==> config.mk <==
export PLATFORM = sky130hd
export DESIGN_NAME = layer_ctrl_gen
export DESIGN_NICKNAME = d
export VERILOG_FILES = /design/src/rtl/layer_ctrl_gen.sv
export SDC_FILE = /design/constraint.sdc
export NUM_CORES = 1
export LEC_CHECK = 0
export CORE_MARGIN = 2
export CORE_UTILIZATION = 35
export CTS_BUF_LIST = sky130_fd_sc_hd__clkbuf_4 sky130_fd_sc_hd__clkbuf_8
export DETAILED_ROUTE_END_ITERATION = 8
export GPL_ROUTABILITY_DRIVEN = 0
export PLACE_DENSITY = 0.52
export SLEW_MARGIN = 25
export SYNTH_ARGS = -nofsm -noshare
export SYNTH_HDL_FRONTEND = slang
export SYNTH_SLANG_ARGS = --single-unit
==> constraint.sdc <==
create_clock -name clk -period 5.15 [get_ports clk]
set_clock_uncertainty 0.2 [all_clocks]
set_input_delay 0.515 -clock clk [delete_from_list [all_inputs] [get_ports clk]]
set_output_delay 0.515 -clock clk [all_outputs]
set_load 0.005 [all_outputs]
==> src/rtl/layer_ctrl_gen.sv <==
// layer_ctrl_gen: convolution-layer address and control sequencer.
// Walks oc / y / x / ci / ky / kx (innermost last) at one tap per cycle.
// It produces feature-map read addresses, weight addresses, the padding flag
// and the accumulator-clear (load) strobe. Output-pixel write-backs are
// delayed through a PIPE-deep line to line up with the MAC result.
// Optional feature: define LAYER_CTRL_PINGPONG_EN to alternate the read and
// write feature-map banks on every completed layer. Without it, rd_bank=0
// and wr_bank=1 are fixed.
module layer_ctrl_gen #(
  parameter int FM_W = 6,
  parameter int FM_H = 6,
  parameter int CIN  = 8,
  parameter int COUT = 16,
  parameter int KW   = 3,
  parameter int KH   = 3,
  parameter int PIPE = 5,
  parameter int AW   = 10,
  parameter int WAW  = 11
) (
  input  logic           clk,
  input  logic           rst,
  input  logic           start,
  output logic           busy,
  output logic           done,
  output logic           rd_en,
  output logic [AW-1:0]  rd_addr,
  output logic [WAW-1:0] w_addr,
  output logic           padding,
  output logic           load,
  output logic           wr_en,
  output logic [AW-1:0]  wr_addr,
  output logic           rd_bank,
  output logic           wr_bank
);

  // Spatial/kernel counters share one width large enough that x+kx cannot
  // overflow; the signed coordinates are one bit wider than that.
  localparam int DMAX_FM = (FM_W > FM_H) ? FM_W : FM_H;
  localparam int DMAX_K  = (KW > KH) ? KW : KH;
  localparam int DMAX    = (DMAX_FM > DMAX_K) ? DMAX_FM : DMAX_K;
  localparam int CNT_W   = $clog2(DMAX) + 1;
  localparam int CW      = CNT_W + 1;
  localparam int CI_W    = $clog2(CIN + 1);
  localparam int OC_W    = $clog2(COUT + 1);
  localparam int DR_W    = $clog2(PIPE + 1);
  localparam int PX      = KW / 2;
  localparam int PY      = KH / 2;

  localparam logic [CNT_W-1:0] CNT_ONE = 1;
  localparam logic [CI_W-1:0]  CI_ONE  = 1;
  localparam logic [OC_W-1:0]  OC_ONE  = 1;
  localparam logic [DR_W-1:0]  DR_ONE  = 1;

  localparam logic [CNT_W-1:0] KX_MAX = CNT_W'(KW - 1);
  localparam logic [CNT_W-1:0] KY_MAX = CNT_W'(KH - 1);
  localparam logic [CNT_W-1:0] X_MAX  = CNT_W'(FM_W - 1);
  localparam logic [CNT_W-1:0] Y_MAX  = CNT_W'(FM_H - 1);
  localparam logic [CI_W-1:0]  CI_MAX = CI_W'(CIN - 1);
  localparam logic [OC_W-1:0]  OC_MAX = OC_W'(COUT - 1);
  localparam logic [DR_W-1:0]  DR_MAX = DR_W'(PIPE - 1);

  localparam logic signed [CW-1:0] PX_S   = CW'(PX);
  localparam logic signed [CW-1:0] PY_S   = CW'(PY);
  localparam logic signed [CW-1:0] FM_W_S = CW'(FM_W);
  localparam logic signed [CW-1:0] FM_H_S = CW'(FM_H);

  typedef enum logic [1:0] {
    IDLE  = 2'd0,
    RUN   = 2'd1,
    DRAIN = 2'd2,
    DONE  = 2'd3
  } state_t;

  state_t            state;
  logic [CNT_W-1:0]  kx, ky, x, y;
  logic [CI_W-1:0]   ci;
  logic [OC_W-1:0]   oc;
  logic [DR_W-1:0]   drain_cnt;

  logic              kx_last, ky_last, ci_last, x_last, y_last, oc_last;
  logic              run;
  logic              pix_last;
  logic signed [CW-1:0] ix, iy;
  logic              pad;
  logic [AW-1:0]     rd_lin;
  logic [WAW-1:0]    w_lin;
  logic [AW-1:0]     wb_lin;

  logic              vld_p     [PIPE];
  logic [AW-1:0]     wb_addr_p [PIPE];

  assign kx_last = (kx == KX_MAX);
  assign ky_last = (ky == KY_MAX);
  assign ci_last = (ci == CI_MAX);
  assign x_last  = (x  == X_MAX);
  assign y_last  = (y  == Y_MAX);
  assign oc_last = (oc == OC_MAX);
  assign run     = (state == RUN);

  // Last tap of an output pixel: its address enters the write-back line
  assign pix_last = run && kx_last && ky_last && ci_last;

  // Sequencer: layer state, tap counters and the registered busy/done flags
  always_ff @(posedge clk) begin
    if (rst) begin
      state     <= IDLE;
      busy      <= 1'b0;
      done      <= 1'b0;
      kx        <= '0;
      ky        <= '0;
      ci        <= '0;
      x         <= '0;
      y         <= '0;
      oc        <= '0;
      drain_cnt <= '0;
    end else begin
      case (state)
        IDLE: begin
          done <= 1'b0;
          if (start) begin
            state     <= RUN;
            busy      <= 1'b1;
            kx        <= '0;
            ky        <= '0;
            ci        <= '0;
            x         <= '0;
            y         <= '0;
            oc        <= '0;
            drain_cnt <= '0;
          end
        end
        RUN: begin
          if (!kx_last) begin
            kx <= kx + CNT_ONE;
          end else begin
            kx <= '0;
            if (!ky_last) begin
              ky <= ky + CNT_ONE;
            end else begin
              ky <= '0;
              if (!ci_last) begin
                ci <= ci + CI_ONE;
              end else begin
                ci <= '0;
                if (!x_last) begin
                  x <= x + CNT_ONE;
                end else begin
                  x <= '0;
                  if (!y_last) begin
                    y <= y + CNT_ONE;
                  end else begin
                    y <= '0;
                    if (!oc_last) begin
                      oc <= oc + OC_ONE;
                    end else begin
                      oc        <= '0;
                      state     <= DRAIN;
                      drain_cnt <= '0;
                    end
                  end
                end
              end
            end
          end
        end
        DRAIN: begin
          // Wait for the last pixel to leave the write-back line
          if (drain_cnt == DR_MAX) begin
            state <= DONE;
            busy  <= 1'b0;
            done  <= 1'b1;
          end else begin
            drain_cnt <= drain_cnt + DR_ONE;
          end
        end
        DONE: begin
          done  <= 1'b0;
          state <= IDLE;
        end
        default: begin
          state <= IDLE;
          busy  <= 1'b0;
          done  <= 1'b0;
        end
      endcase
    end
  end

  // Tap geometry: signed input coordinates with same-size padding offsets
  assign ix  = $signed({1'b0, x}) + $signed({1'b0, kx}) - PX_S;
  assign iy  = $signed({1'b0, y}) + $signed({1'b0, ky}) - PY_S;
  assign pad = ix[CW-1] || iy[CW-1] || (ix >= FM_W_S) || (iy >= FM_H_S);

  // Linear addresses, deliberately truncated to the port widths
  assign rd_lin = AW'(ci) * AW'(FM_H * FM_W) + AW'(iy) * AW'(FM_W) + AW'(ix);
  assign w_lin  = ((WAW'(oc) * WAW'(CIN) + WAW'(ci)) * WAW'(KH) + WAW'(ky)) * WAW'(KW)
                  + WAW'(kx);
  assign wb_lin = AW'(oc) * AW'(FM_H * FM_W) + AW'(y) * AW'(FM_W) + AW'(x);

  // Tap outputs are only meaningful in RUN and held at zero otherwise
  assign rd_en   = run;
  assign padding = run && pad;
  assign load    = run && (ci == '0) && (ky == '0) && (kx == '0);
  assign rd_addr = (run && !pad) ? rd_lin : '0;
  assign w_addr  = run ? w_lin : '0;

  // ---- write-back delay line: stage p0 captures the pixel on its last tap ----
  // Valid bits are cleared by reset so no stale write survives an abort
  always_ff @(posedge clk) begin
    if (rst) begin
      for (int i = 0; i < PIPE; i++) vld_p[i] <= 1'b0;
    end else begin
      vld_p[0] <= pix_last;
      for (int i = 1; i < PIPE; i++) vld_p[i] <= vld_p[i-1];
    end
  end

  // Address payload travels with its valid bit; no reset on data
  always_ff @(posedge clk) begin
    wb_addr_p[0] <= wb_lin;
    for (int i = 1; i < PIPE; i++) wb_addr_p[i] <= wb_addr_p[i-1];
  end

  // ---- write-back output: last stage of the delay line ----
  assign wr_en   = vld_p[PIPE-1];
  assign wr_addr = wr_en ? wb_addr_p[PIPE-1] : '0;

`ifdef LAYER_CTRL_PINGPONG_EN
  logic bank;

  // Swap feature-map banks as each layer completes
  always_ff @(posedge clk) begin
    if (rst) begin
      bank <= 1'b0;
    end else if (done) begin
      bank <= ~bank;
    end
  end

  assign rd_bank = bank;
  assign wr_bank = ~bank;
`else
  assign rd_bank = 1'b0;
  assign wr_bank = 1'b1;
`endif

endmodule
==> flow_metrics.tcl <==
set metrics [dict create \
    timing.hold.ws_ns 0.122 \
    htreeDepth 3 \
    synth-edff-count 0 \
    path_clk_slew_ns 0.10 \
    route.detailed.drc 0 \
    num_rows 47 \
    grt_first_pass_wirelength_um 20300 \
    min_from "wb_addr_p[0][10]$_DFF_P_" \
    vias 4516 \
    cts_hold_buf 0 \
    finalHoldViolations 0 \
    worstPathRequired_ns 4.43 \
    grt_pass1_vias 4386 \
    finalSetupViolCount 0 \
    antenna-diode-count 0 \
    core-area_mm2 0.0165 \
    cp_common_cell "ha_1" \
    cts_buffers 9 \
    critPathMaxStageDelay_ns 0.48 \
    nets 846 \
    viasPerCell 4.77 \
    p_total_mw 3.58 \
    grt_usage_pct 13.9 \
    synth-seq-area-share_pct 29.5 \
    p_per_area_mw_per_mm2 490 \
    path_cells "ha_1 > inv_1 > fa_1 > inv_1 > ha_1 > and2_1 > a221oi_2 > nor2_2 > a21oi_2 > xnor2_1 > ha_1 > ha_4 > buf_4 > a21oi_1 > o21ai_0 > a21boi_2 > xnor2_1 > mux2i_1 > clkbuf_2" \
    end_kind "output pin" \
    synth.avg_cell_area_um2 9.23 \
    status "complete, no violations" \
    ys_ff_latch 87 \
    drive_gt1_share_pct 18.5 \
    min_to "wb_addr_p[0][20]$_DFF_P_" \
    crit_arrival_ns 4.30 \
    die_x_um 134 \
    rr_worst_depth 13 \
    clock-sinks 87 \
    drv_slew 0 \
    start_kind "flip-flop" \
    dieArea_mm2 0.0179 \
    syn_inst 639 \
    rsz0062_at_grt "yes" \
    synth.distinct_cells 55 \
    cts_tree "built" \
    wire_per_inst_um 12.6 \
    tightest_slew_ns 0.761 \
    grt_max_degree 38 \
    r2r_end "wb_addr_p[0][9]$_DFF_P_" \
    drtIter0Drc 123 \
    cts_buffer_depth 2 \
    cp_top_family "adder cells" \
    r2r_setup_slack_ns 1.57 \
    final_util_pct 44.3 \
    r2r_start "y[1]$_SDFFE_PP0P_" \
    yosys_most_used_dff "dfxtp_1" \
    final_common_cell "ha_1" \
    ant_nets 0 \
    antenna_found_initial 0 \
    fmax_mhz 199 \
    first_pass_iters 4 \
    critPathBufInv 4 \
    p_leak_nw 3.45 \
    insertion_delay_ns 0.38 \
    worstSetupPathType "flip-flop to output pin" \
    totalWireLength_um 11900 \
    yosys_warnings 0 \
    post-route-period-util_pct 97.4 \
    netlist_area_mm2 0.00590 \
    dieHeight_um 134 \
    async_flop_share_pct 0 \
    maxCapViolCount 0 \
    layout_common_cells "ha_1, dfxtp_1, inv_1, buf_4, nor2_1" \
    clockRootBuffer "clkbuf_8" \
    crit_path_top_delay_cell "fa_1" \
    ir_drop_v 0.000990 \
    portBuffers 39 \
    gr-total-overflow 0 \
    slew_headroom_pct 48.7 \
    min_period_ns 5.02 \
    start_util_pct 35.7 \
    whs_path_depth 0 \
    worstHoldPathType "flip-flop to flip-flop" \
    crit_fanout 4 \
    syn-num-nets 764 \
    synthToLayoutAreaGrowth_pct 24.1 \
    hpwl_um 9330 \
    io_pins 42 \
]
## report_power, final
group	total (mW)	internal (mW)	switching (mW)	leakage [nW]
logic	2.27	1.14	1.13	2.63
clock network	0.544	0.279	0.265	0.112
registers	0.764	0.738	0.0261	0.708
total	3.58	2.16	1.43	3.45
## per-stage QoR
stage | setup TNS, ns | instance area (um^2) | worst slack, ns | instances
2_1_floorplan | 0 | 5900 | 0.440 | 639
3_3_place_gp | 0 | 6780 | 0.00644 | 922
3_5_place_dp | -0.207 | 6780 | -0.173 | 922
4_1_cts | -0.0848 | 7190 | -0.0848 | 944
5_1_grt | -0.136 | 7320 | -0.133 | 946
6_report | 0 | 7320 | 0.134 | 946
## flip-flops by register name, indices dropped and copies added, names as in the netlist
register / count
ci: 4
state: 2
oc: 5
drain_cnt: 3
kx: 4
ky: 4
wb_addr_p: 50
vld_p: 5
y: 4
x: 4
busy: 1
done: 1
## synth_stat cells (all sizes together), types with 8 or more instances
cell | count | area share [%]
a21o | 17 | 2.2
a21oi | 48 | 4.3
and2 | 15 | 1.6
clkbuf | 9 | 0.57
dfxtp | 87 | 30
fa | 24 | 8.1
ha | 98 | 21
inv | 75 | 4.8
nand2 | 28 | 2.0
nand3 | 11 | 0.93
nor2 | 46 | 2.9
nor2b | 8 | 0.85
nor3 | 18 | 1.5
o21ai | 23 | 2.0
xnor2 | 34 | 5.1
xor2 | 12 | 1.8
## layout make-up
type                            instances  area, um^2
Clock inverter                          7         101
Multi-Input combinational cell        462        4050
Inverter                               75         284
Timing Repair Buffer                   86         728
Tap cell                              220         275
Sequential cell                        87        1750
Clock buffer                            9         124
Fill cell                            1591        9210
## worst max path at each step
stage / depth (start not counted) / slack (ns) / startpoint / end
after floorplan: 16 / 0.44 / ky[1]$_SDFFE_PP0P_ / rd_addr[9]
after global placement: 17 / 0.006 / ky[1]$_SDFFE_PP0P_ / rd_addr[9]
after detailed placement: 17 / -0.17 / ci[3]$_SDFFE_PP0P_ / w_addr[10]
after CTS: 19 / -0.08 / ci[3]$_SDFFE_PP0P_ / w_addr[10]
after global routing: 20 / -0.13 / ci[3]$_SDFFE_PP0P_ / w_addr[10]
final: 19 / 0.13 / ci[3]$_SDFFE_PP0P_ / w_addr[10]
## kinds of logic after synthesis
family / after synthesis / synth area share [%]
and+or+nand+nor: 167 / 14.9
adders and majority gates: 122 / 28.9
AOI/OAI and AO/OA: 118 / 12.5
buffers and inverters: 90 / 5.96
DFF: 87 / 29.5
xor gates and xnor gates: 46 / 6.83
muxes: 7 / 1.21
other: 2 / 0.127
## what timing repair did
action	in CTS	in global routing
pin swaps	19	25
setup buffers	6	3
resized for setup	44	39
setup endpoints to repair	8	10
## per-layer routing
| metal | global-route usage (%) | wire length, um | up-vias |
|---|---|---|---|
| li1 | - | - | 2320 |
| met1 | 18.1 | 5700 | 2109 |
| met2 | 22.8 | 5550 | 73 |
| met3 | 3.67 | 546 | 14 |
| met4 | 3.84 | 140 | 0 |
| met5 | 0 | 0 | - |
No activity file was read; power rests on OpenSTA's default activity.
